<file path="src/rtl/ifid_pkg.sv">
// Shared constants and helpers for the IF/ID instruction queue.
package ifid_pkg;

  localparam int unsigned PC_W_DEF    = 32;
  localparam int unsigned INSTR_W_DEF = 32;

  // All-zero encoding is presented to ID as a bubble when the queue is empty.
  localparam logic [INSTR_W_DEF-1:0] NOP_INSTR = '0;

  // Ceiling log2, used to size pointers and the occupancy counter.
  function automatic int unsigned clog2(input int unsigned n);
    int unsigned r;
    r = 0;
    while ((32'd1 << r) < n) begin
      r = r + 1;
    end
    return r;
  endfunction

endpackage

</file>
<file path="src/rtl/ifid_ptr_ctrl.sv">
// Read/write pointer and occupancy control for the IF/ID queue.
module ifid_ptr_ctrl
  import ifid_pkg::*;
#(
  parameter int unsigned DEPTH = 4
) (
  input  logic                    clk,
  input  logic                    reset,
  input  logic                    flush,
  input  logic                    push_req,
  input  logic                    pop_req,
  output logic                    push_en,
  output logic                    pop_en,
  output logic                    in_ready,
  output logic                    out_valid,
  output logic [clog2(DEPTH)-1:0] rd_ptr,
  output logic [clog2(DEPTH)-1:0] wr_ptr,
  output logic [clog2(DEPTH):0]   count
);

  localparam int unsigned PtrW = clog2(DEPTH);
  localparam int unsigned CntW = PtrW + 1;
  localparam logic [CntW-1:0] FullCnt = CntW'(DEPTH);
  localparam logic [PtrW-1:0] LastPtr = PtrW'(DEPTH - 1);

  logic [PtrW-1:0] rd_ptr_q, rd_ptr_d;
  logic [PtrW-1:0] wr_ptr_q, wr_ptr_d;
  logic [CntW-1:0] count_q, count_d;

  // Handshake qualification: full blocks push even if a pop happens the same cycle.
  always_comb begin
    in_ready  = (count_q < FullCnt);
    out_valid = (count_q != '0);
    push_en   = push_req & in_ready & ~flush;
    pop_en    = pop_req & out_valid & ~flush;
  end

  // Next-state for pointers and occupancy; flush overrides any handshake.
  always_comb begin
    rd_ptr_d = rd_ptr_q;
    wr_ptr_d = wr_ptr_q;
    count_d  = count_q;
    if (flush) begin
      rd_ptr_d = '0;
      wr_ptr_d = '0;
      count_d  = '0;
    end else begin
      if (push_en) begin
        wr_ptr_d = (wr_ptr_q == LastPtr) ? '0 : wr_ptr_q + PtrW'(1);
      end
      if (pop_en) begin
        rd_ptr_d = (rd_ptr_q == LastPtr) ? '0 : rd_ptr_q + PtrW'(1);
      end
      case ({push_en, pop_en})
        2'b10:   count_d = count_q + CntW'(1);
        2'b01:   count_d = count_q - CntW'(1);
        default: count_d = count_q;
      endcase
    end
  end

  // State register with asynchronous clear.
  always_ff @(posedge clk or negedge reset) begin
    if (!reset) begin
      rd_ptr_q <= '0;
      wr_ptr_q <= '0;
      count_q  <= '0;
    end else begin
      rd_ptr_q <= rd_ptr_d;
      wr_ptr_q <= wr_ptr_d;
      count_q  <= count_d;
    end
  end

  assign rd_ptr = rd_ptr_q;
  assign wr_ptr = wr_ptr_q;
  assign count  = count_q;

endmodule

</file>
<file path="src/rtl/ifid_queue.sv">
// IF/ID decoupling queue: FIFO of fetched (PC, instruction) pairs feeding decode.
module ifid_queue
  import ifid_pkg::*;
#(
  parameter int unsigned PC_W    = PC_W_DEF,
  parameter int unsigned INSTR_W = INSTR_W_DEF,
  parameter int unsigned DEPTH   = 4
) (
  input  logic                 clk,
  input  logic                 reset,
  input  logic                 flush,
  input  logic                 in_valid,
  output logic                 in_ready,
  input  logic [PC_W-1:0]      in_pc,
  input  logic [INSTR_W-1:0]   in_instr,
  output logic                 out_valid,
  input  logic                 out_ready,
  output logic [PC_W-1:0]      out_pc,
  output logic [INSTR_W-1:0]   out_instr,
  output logic [clog2(DEPTH):0] count
);

  localparam int unsigned PtrW = clog2(DEPTH);

  logic            push_en;
  logic            pop_en;
  logic [PtrW-1:0] rd_ptr;
  logic [PtrW-1:0] wr_ptr;

  logic [PC_W-1:0]    pc_mem    [DEPTH];
  logic [INSTR_W-1:0] instr_mem [DEPTH];

  ifid_ptr_ctrl #(
    .DEPTH (DEPTH)
  ) u_ptr_ctrl (
    .clk       (clk),
    .reset     (reset),
    .flush     (flush),
    .push_req  (in_valid),
    .pop_req   (out_ready),
    .push_en   (push_en),
    .pop_en    (pop_en),
    .in_ready  (in_ready),
    .out_valid (out_valid),
    .rd_ptr    (rd_ptr),
    .wr_ptr    (wr_ptr),
    .count     (count)
  );

  // Storage write; contents are not reset since occupancy alone defines validity.
  always_ff @(posedge clk) begin
    if (push_en) begin
      pc_mem[wr_ptr]    <= in_pc;
      instr_mem[wr_ptr] <= in_instr;
    end
  end

  // Head read mux; an empty queue presents a zero-PC NOP bubble.
  always_comb begin
    out_pc    = '0;
    out_instr = INSTR_W'(NOP_INSTR);
    if (out_valid) begin
      out_pc    = pc_mem[rd_ptr];
      out_instr = instr_mem[rd_ptr];
    end
  end

endmodule

</file>
<file path="config.mk">
export PLATFORM = sky130hd
export DESIGN_NAME = ifid_queue
export DESIGN_NICKNAME = d
export VERILOG_FILES = /design/src/rtl/ifid_pkg.sv /design/src/rtl/ifid_ptr_ctrl.sv /design/src/rtl/ifid_queue.sv
export SDC_FILE = /design/constraint.sdc
export NUM_CORES = 1
export LEC_CHECK = 0
export ABC_AREA = 1
export BUFFER_PORTS_ARGS = -buffer_cell sky130_fd_sc_hd__buf_2
export CAP_MARGIN = 20
export CORE_MARGIN = 10
export CORE_UTILIZATION = 62
export CTS_CLUSTER_DIAMETER = 80
export DETAILED_ROUTE_END_ITERATION = 16
export GPL_ROUTABILITY_DRIVEN = 0
export GPL_TIMING_DRIVEN = 0
export HOLD_SLACK_MARGIN = 0.02
export PLACE_DENSITY_LB_ADDON = 0.12
export SETUP_SLACK_MARGIN = 0.3
export SYNTH_ARGS = -nofsm -noshare
export SYNTH_HDL_FRONTEND = slang
export SYNTH_SLANG_ARGS = --single-unit
</file>
<file path="constraint.sdc">
create_clock -name clk -period 6.3 [get_ports clk]
set_input_delay 0.315 -clock clk [delete_from_list [all_inputs] [get_ports clk]]
set_output_delay 0.315 -clock clk [all_outputs]
set_load 0.02 [all_outputs]
</file>
==> Yosys cells after proc, flatten, opt, wreduce, memory -nomap -nowiden <==
Memory sizes are Yosys's and may differ from the RTL's.
Cells that the tools add are included.
{ "totals": {"ff_bits": 7, "ramBits": 256, "in_bits": 69, "out_inout_bits": 69, "elab_cells": 35, "mem_count": 2} }
{ "op_classes": {"addsub": 4, "order_cmp": 1, "n_eq_ne": 4, "mux": 12, "bitwise": 5, "n_reduce_logical": 4} }
{ "mem_list": {"columns": ["memory", "words", "word_bits", "read_ports", "rd_clocked_by_memory_dff", "write_ports", "line_no", "source"], "rows": [
  ["instr_mem", 4, 32, 1, 0, 1, "ifid_queue.sv:31", "logic [INSTR_W-1:0] instr_mem [DEPTH];"],
  ["pc_mem", 4, 32, 1, 0, 1, "ifid_queue.sv:30", "logic [PC_W-1:0] pc_mem [DEPTH];"]
]} }
{ "ops": {"columns": ["cell", "n"], "rows": [
  ["2-to-1 mux 32 bit", 2],
  ["2-to-1 mux 2 bit", 6],
  ["== test 2 bit, second input constant", 3],
  ["one-hot mux 3 bit (2 select lines)", 1],
  ["nonzero test 3 bit", 2],
  ["adder 2 x 1 -> 2 bit, second input constant", 2],
  ["bitwise AND 1 bit", 4],
  ["nonzero test 2 bit", 2],
  ["adder 3 x 1 -> 3 bit, second input constant", 1],
  ["less-than comparator 3 bit, second input constant", 1],
  ["2-to-1 mux 3 bit", 1],
  ["subtractor 3 x 1 -> 3 bit, second input constant", 1],
  ["== test 2 x 1 -> 1 bit, second input constant", 1],
  ["2-to-1 mux 1 bit", 2],
  ["inverter 1 bit", 1]
]} }

==> Longest topological paths before layout <==
{ "logic_depth": {"word_depth": 6, "ltp_mapped": 9, "mapped_depth_nobuf": 9} }

==> Cells and area by module <==
A second synthesis with hierarchy kept.
{ "unflattened": {"cells_unflattened": 1070, "hier_area_um2": 11280.8} }
{ "modules_own_cells": {"columns": ["module", "instances", "cells_per_inst", "area_each_um2", "seq_area_each_um2"], "rows": [
  ["ifid_queue", 1, 1017, 10832.9, 7687.4],
  ["ifid_ptr_ctrl", 1, 53, 447.9, 175.2]
]} }

==> Worst setup path before layout <==
Ideal clock, no wire load.
{ "synth_timing": {"path_kind": "reg-to-reg", "startpoint": "reg u_ptr_ctrl.count_q[2] (netlist: u_ptr_ctrl.count[2])", "endpoint": "mem instr_mem[0][0] (netlist bit) (enable)", "setup_time_ps": 486, "arrival_ps": 3596, "required_ps": 5814, "path_slack_ps": 2218, "stages_incl_launch_ff": 4, "n_path_buf": 0, "period_less_slack_ps": 4082, "path_cell_list": "dfrtp_1 > nor3_1 > inv_1 > nor2_1"} }
{ "synth_between": {"elab_chain_len": 5} }
{ "synth_lines": {"columns": ["item", "line_no", "source"], "rows": [
  ["start, declared", "ifid_ptr_ctrl.sv:28", "logic [CntW-1:0] count_q, count_d;"],
  ["start signal, assigned", "ifid_ptr_ctrl.sv:71", "count_q <= count_d;"],
  ["less-than comparator 3 bit", "ifid_ptr_ctrl.sv:32", "in_ready = (count_q < FullCnt);"],
  ["bitwise AND 1 bit (2 in a row)", "ifid_ptr_ctrl.sv:34", "push_en = push_req & in_ready & ~flush;"],
  ["2-to-1 mux 1 bit", "ifid_queue.sv:52", "if (push_en) begin"],
  ["2-to-1 mux 1 bit (not written as such)", "ifid_queue.sv:54", "instr_mem[wr_ptr] <= in_instr;"],
  ["end, declared", "ifid_queue.sv:31", null]
]} }
No other way between the ends.

==> Worst setup path in the final report <==
{ "layout_timing": {"startpoint": "reg u_ptr_ctrl.rd_ptr_q[0] (netlist: u_ptr_ctrl.rd_ptr[0])", "endpoint": "out out_instr[31]"} }
{ "layout_between": {"elab_chain_len": 2} }
{ "layout_lines": {"columns": ["item", "line_no", "source"], "rows": [
  ["start, declared", "ifid_ptr_ctrl.sv:26", "logic [PtrW-1:0] rd_ptr_q, rd_ptr_d;"],
  ["start signal, assigned", "ifid_ptr_ctrl.sv:69", "rd_ptr_q <= rd_ptr_d;"],
  ["memory read (4 x 32 bit)", null, null],
  ["2-to-1 mux 32 bit", "ifid_queue.sv:62", "if (out_valid) begin"],
  ["end, declared", "ifid_queue.sv:19", "output logic [INSTR_W-1:0] out_instr,"]
]} }
No other way between the ends.

==> run summary <==
The largest fanout on the critical path came out at 10. Traced cell by cell, the critical path runs through inv_2 > buf_2 > clkbuf_1 > o21ai_0 > a21oi_1 > buf_2. The normalized max-slew margin is 0.626. Counting every net in the synthesized netlist gives 897.

The sequential fraction of the synthesis area came out at 0.759. Broken down by cell family, the worst path's largest delay share belongs to buffers and inverters. The number of warnings printed during yosys synthesis is 0. The wire length of the first global-routing pass came out at 37.1 mm. The total routing usage reported by global routing is 0.210. The depth of the most critical reg-to-reg path came out at 5. The final routed DRC violation total is 0. The most used flip-flop cell after synthesis is edfxtp_1. The root buffer cell chosen for the clock tree is clkbuf_16. Setup repair after global routing left no endpoint under its margin. Clock latency on the worst-skew pair, taken at its later pin, is about 520 ps. The number of placement rows came out at 47.

The detail route stage leaves a number of antenna-violating nets equal to 0. The full die area came out at about 22000 sq um. In this run the critical register-to-register path is captured at pc_mem[3][10]. The clock-pin slew on the worst setup and hold paths came out at 60 ps. For this block, the initial DRC count from the detailed router was 509. In this run, post-CTS repair resized a total of 0 instances. After synthesis the netlist holds a flip-flop and latch count of 263. The tightest min-delay check is of the in -> reg type. The peak supply drop is 0.320 mV. The first detailed-routing pass ran for 5 iterations. The number of global-route vias before repair came out at around 7100.

After detailed routing, the average wire length per cell comes to 18.5 um. The kind of end point of the critical path is an output pin. The end of the critical path is out_instr[31]. The highest cell delay on the worst timing path is approximately 450 ps.

The number of buffers created by CTS is 25. The mean area per synthesized cell is between 10 and 15 sq um. Counting buffers and inverters, the worst setup path is 6 cells deep.

The count of vias placed by the detailed router came out at 7039. The final critical delay including setup and external delays is between 2000 and 3000 ps. The maximum count of clock buffers along a single path came out at 3. The launch point of the worst reg-to-reg path is u_ptr_ctrl.count[2].

The number of H-tree branching levels is 1. The final max-slew violation count came out at 0. The I/O pin count is 138. The post-synthesis async set-or-reset flop share is 0.0266. Of the total power, the share spent switching nets is 0.373. STA classifies the critical path startpoint as a register.

The reg-to-reg setup timing slack came out at 3930 ps. The maximum number of pins on one net before global-route repair is 31. The static leakage came out at 0.00477 uW.

Static timing analysis puts the maximum clock frequency at 363 MHz. The height of the die came out at 149 um. TritonCTS built the clock tree. Synthesis produced 822 cells. The fraction of layout cells with a size suffix above 1 came out at 0.197. Among the stages of the critical path, the cell type that occurs most often is buf_2. Setup violations remaining at the end of the flow were counted as 0.

The placeable core region came out at 16500 sq um. For the worst setup path, the data arrival time is ~2400 ps. The via density per instance came out at 5.46.

Compared with the post-synthesis result, the final layout area differs by 24.1%. The transition at the pin with the smallest max-transition slack came out at ~560 ps. The synthesized netlist occupies a cell area of 10400 sq um. The die width is between 100 and 150 um. Among all stages on the critical path, the largest delay is contributed by dfrtp_1. The final hold violation count came out at 0. The share of the core filled with cells is 0.781. The net count of the finished layout is 1125. Summed over all nets, the switching power comes to 2060 uW. The internal portion of total power came out at 3470 uW. The post-synthesis cell type count came out at 21.

The effective utilization at floorplan came out at 0.629. Tracing the worst setup path back leads to its startpoint at u_ptr_ctrl.rd_ptr[0]. The final cycle utilization of the critical path came out at 0.437. The number of sinks on the clock net is around 260.

The HPWL reported at the end of detailed placement is 14.4 mm. The global route total overflow is 0. Of the total power, combinational logic draws 0.362. The maximum clock skew at final layout came out at approximately 14 ps. The run finished with clean final reports.

The number of antenna violations at the first check in global routing came to 0. The share of total power in sequential cells is 0.380. The required time of the critical path is 5980 ps. Counting flops with a built-in enable in the synthesized netlist gives ~260. The number of port buffers is 137. The cell area power density is 431 nW/um^2. The relative contribution of the clock network to total power is 0.258. The number of diodes added for antenna fixing is 0. The sum of negative setup slack came out at 0 ps. The number of buffer and inverter instances along the worst setup path is 4. The aggregate routed wire length is around 24 mm. Max-cap violations in this run came to 0. The critical path is of the reg -> out type.
-- Yosys cell counts (6+ instances only) --
cell	count	share of area
edfxtp_1	256	0.74
buf_1	10	0.0036
nand3_1	6	0.0029
dfrtp_1	7	0.017
nor2_1	262	0.095
clkbuf_1	19	0.0069
o21ai_0	125	0.060
buf_4	14	0.010
inv_1	15	0.0054
a21oi_1	65	0.031
o21ai_1	8	0.0039
nand2_1	16	0.0058
-- kinds of logic (layout without fill, tap and decap cells) --
kind of cell | after synthesis | after routing | synth area share
flip-flops | 263 | 263 | 0.759
buffers and inverters | 66 | 313 | 0.0296
AND/OR/NAND/NOR | 288 | 288 | 0.107
adder cells (fa/ha/maj) | 6 | 6 | 0.00797
AO/OA/AOI/OAI | 199 | 199 | 0.0972
-- power by group through the flow --
stage / clock network, uW / logic, uW / registers, uW
after CTS: 1440 / 2020 / 2100
final: 1430 / 2000 / 2110
after detailed placement: 0 / 1980 / 2140
after global placement: 0 / 1920 / 2160
after global routing: 1510 / 2190 / 2110
after floorplan: 0 / 1230 / 2160
-- how the worst min path moves through the flow --
stage                      start                  end  cells after the start
floorplan                  reset  u_ptr_ctrl.count[0]                      0
global placement           reset  u_ptr_ctrl.count[2]                      1
detailed placement         reset  u_ptr_ctrl.count[2]                      1
CTS                  in_instr[5]      instr_mem[0][5]                      1
global route        in_instr[13]     instr_mem[3][13]                      1
finish                 in_pc[23]        pc_mem[0][23]                      1
-- per-layer routing --
| metal | global-route usage | vias to the layer above | routed length (um) |
|---|---|---|---|
| met5 | 0 | - | 0 |
| met4 | 0.0736 | 0 | 518 |
| met3 | 0.0410 | 40 | 1820 |
| met2 | 0.360 | 277 | 11900 |
| met1 | 0.262 | 3356 | 9660 |
| li1 | - | 3366 | - |
-- per-stage QoR --
stage / std cells / setup slack, ps / total power, uW / hold WS [ps] / instance area [sq um]
final: 1289 / 3550 / 5540 / 29.4 / 12900
after global routing: 1289 / 3370 / 5820 / 20.8 / 12900
after CTS: 1288 / 3550 / 5560 / 20.7 / 12800
after detailed placement: 1187 / 3970 / 4120 / 164 / 11500
after global placement: 1179 / 231 / 4080 / 161 / 11300
after floorplan: 822 / 2220 / 3380 / 19.4 / 10400
-- placed cells by master, fill, tap and decap left out, types with 3 or more instances in the layout --
cell,netlist,layout
a21oi_1,65,65
buf_1,10,10
buf_12,0,8
buf_2,5,142
buf_4,14,14
clkbuf_1,19,24
clkbuf_16,0,25
clkinv_1,0,4
clkinv_2,0,6
dfrtp_1,7,7
dlygate4sd3_1,0,56
edfxtp_1,256,256
ha_1,5,5
inv_1,15,15
inv_2,3,3
nand2_1,16,16
nand3_1,6,6
nor2_1,262,258
nor2_4,0,4
o21ai_0,125,125
o21ai_1,8,8
-- area by class of cell --
| type | count | area, sq um |
|---|---|---|
| Multi-Input combinational cell | 493 | 2230 |
| Tap cell | 220 | 275 |
| Timing Repair Buffer | 201 | 1410 |
| Fill cell | 951 | 3610 |
| Clock inverter | 16 | 139 |
| Inverter | 18 | 67.6 |
| Buffer | 48 | 239 |
| Sequential cell | 263 | 7860 |
| Clock buffer | 30 | 644 |
-- sequential cells by signal, indices dropped and copies added (netlist names) --
signal,cells
u_ptr_ctrl.count,3
pc_mem,128
u_ptr_ctrl.rd_ptr,2
u_ptr_ctrl.wr_ptr,2
instr_mem,128
-- what timing repair did --
| item | CTS | global route |
|---|---|---|
| buffers inserted | 0 | 0 |
| hold buffers | 55 | 1 |
| endpoints found under the hold margin | 223 | 4 |
Power figures use the tool's default switching activity.
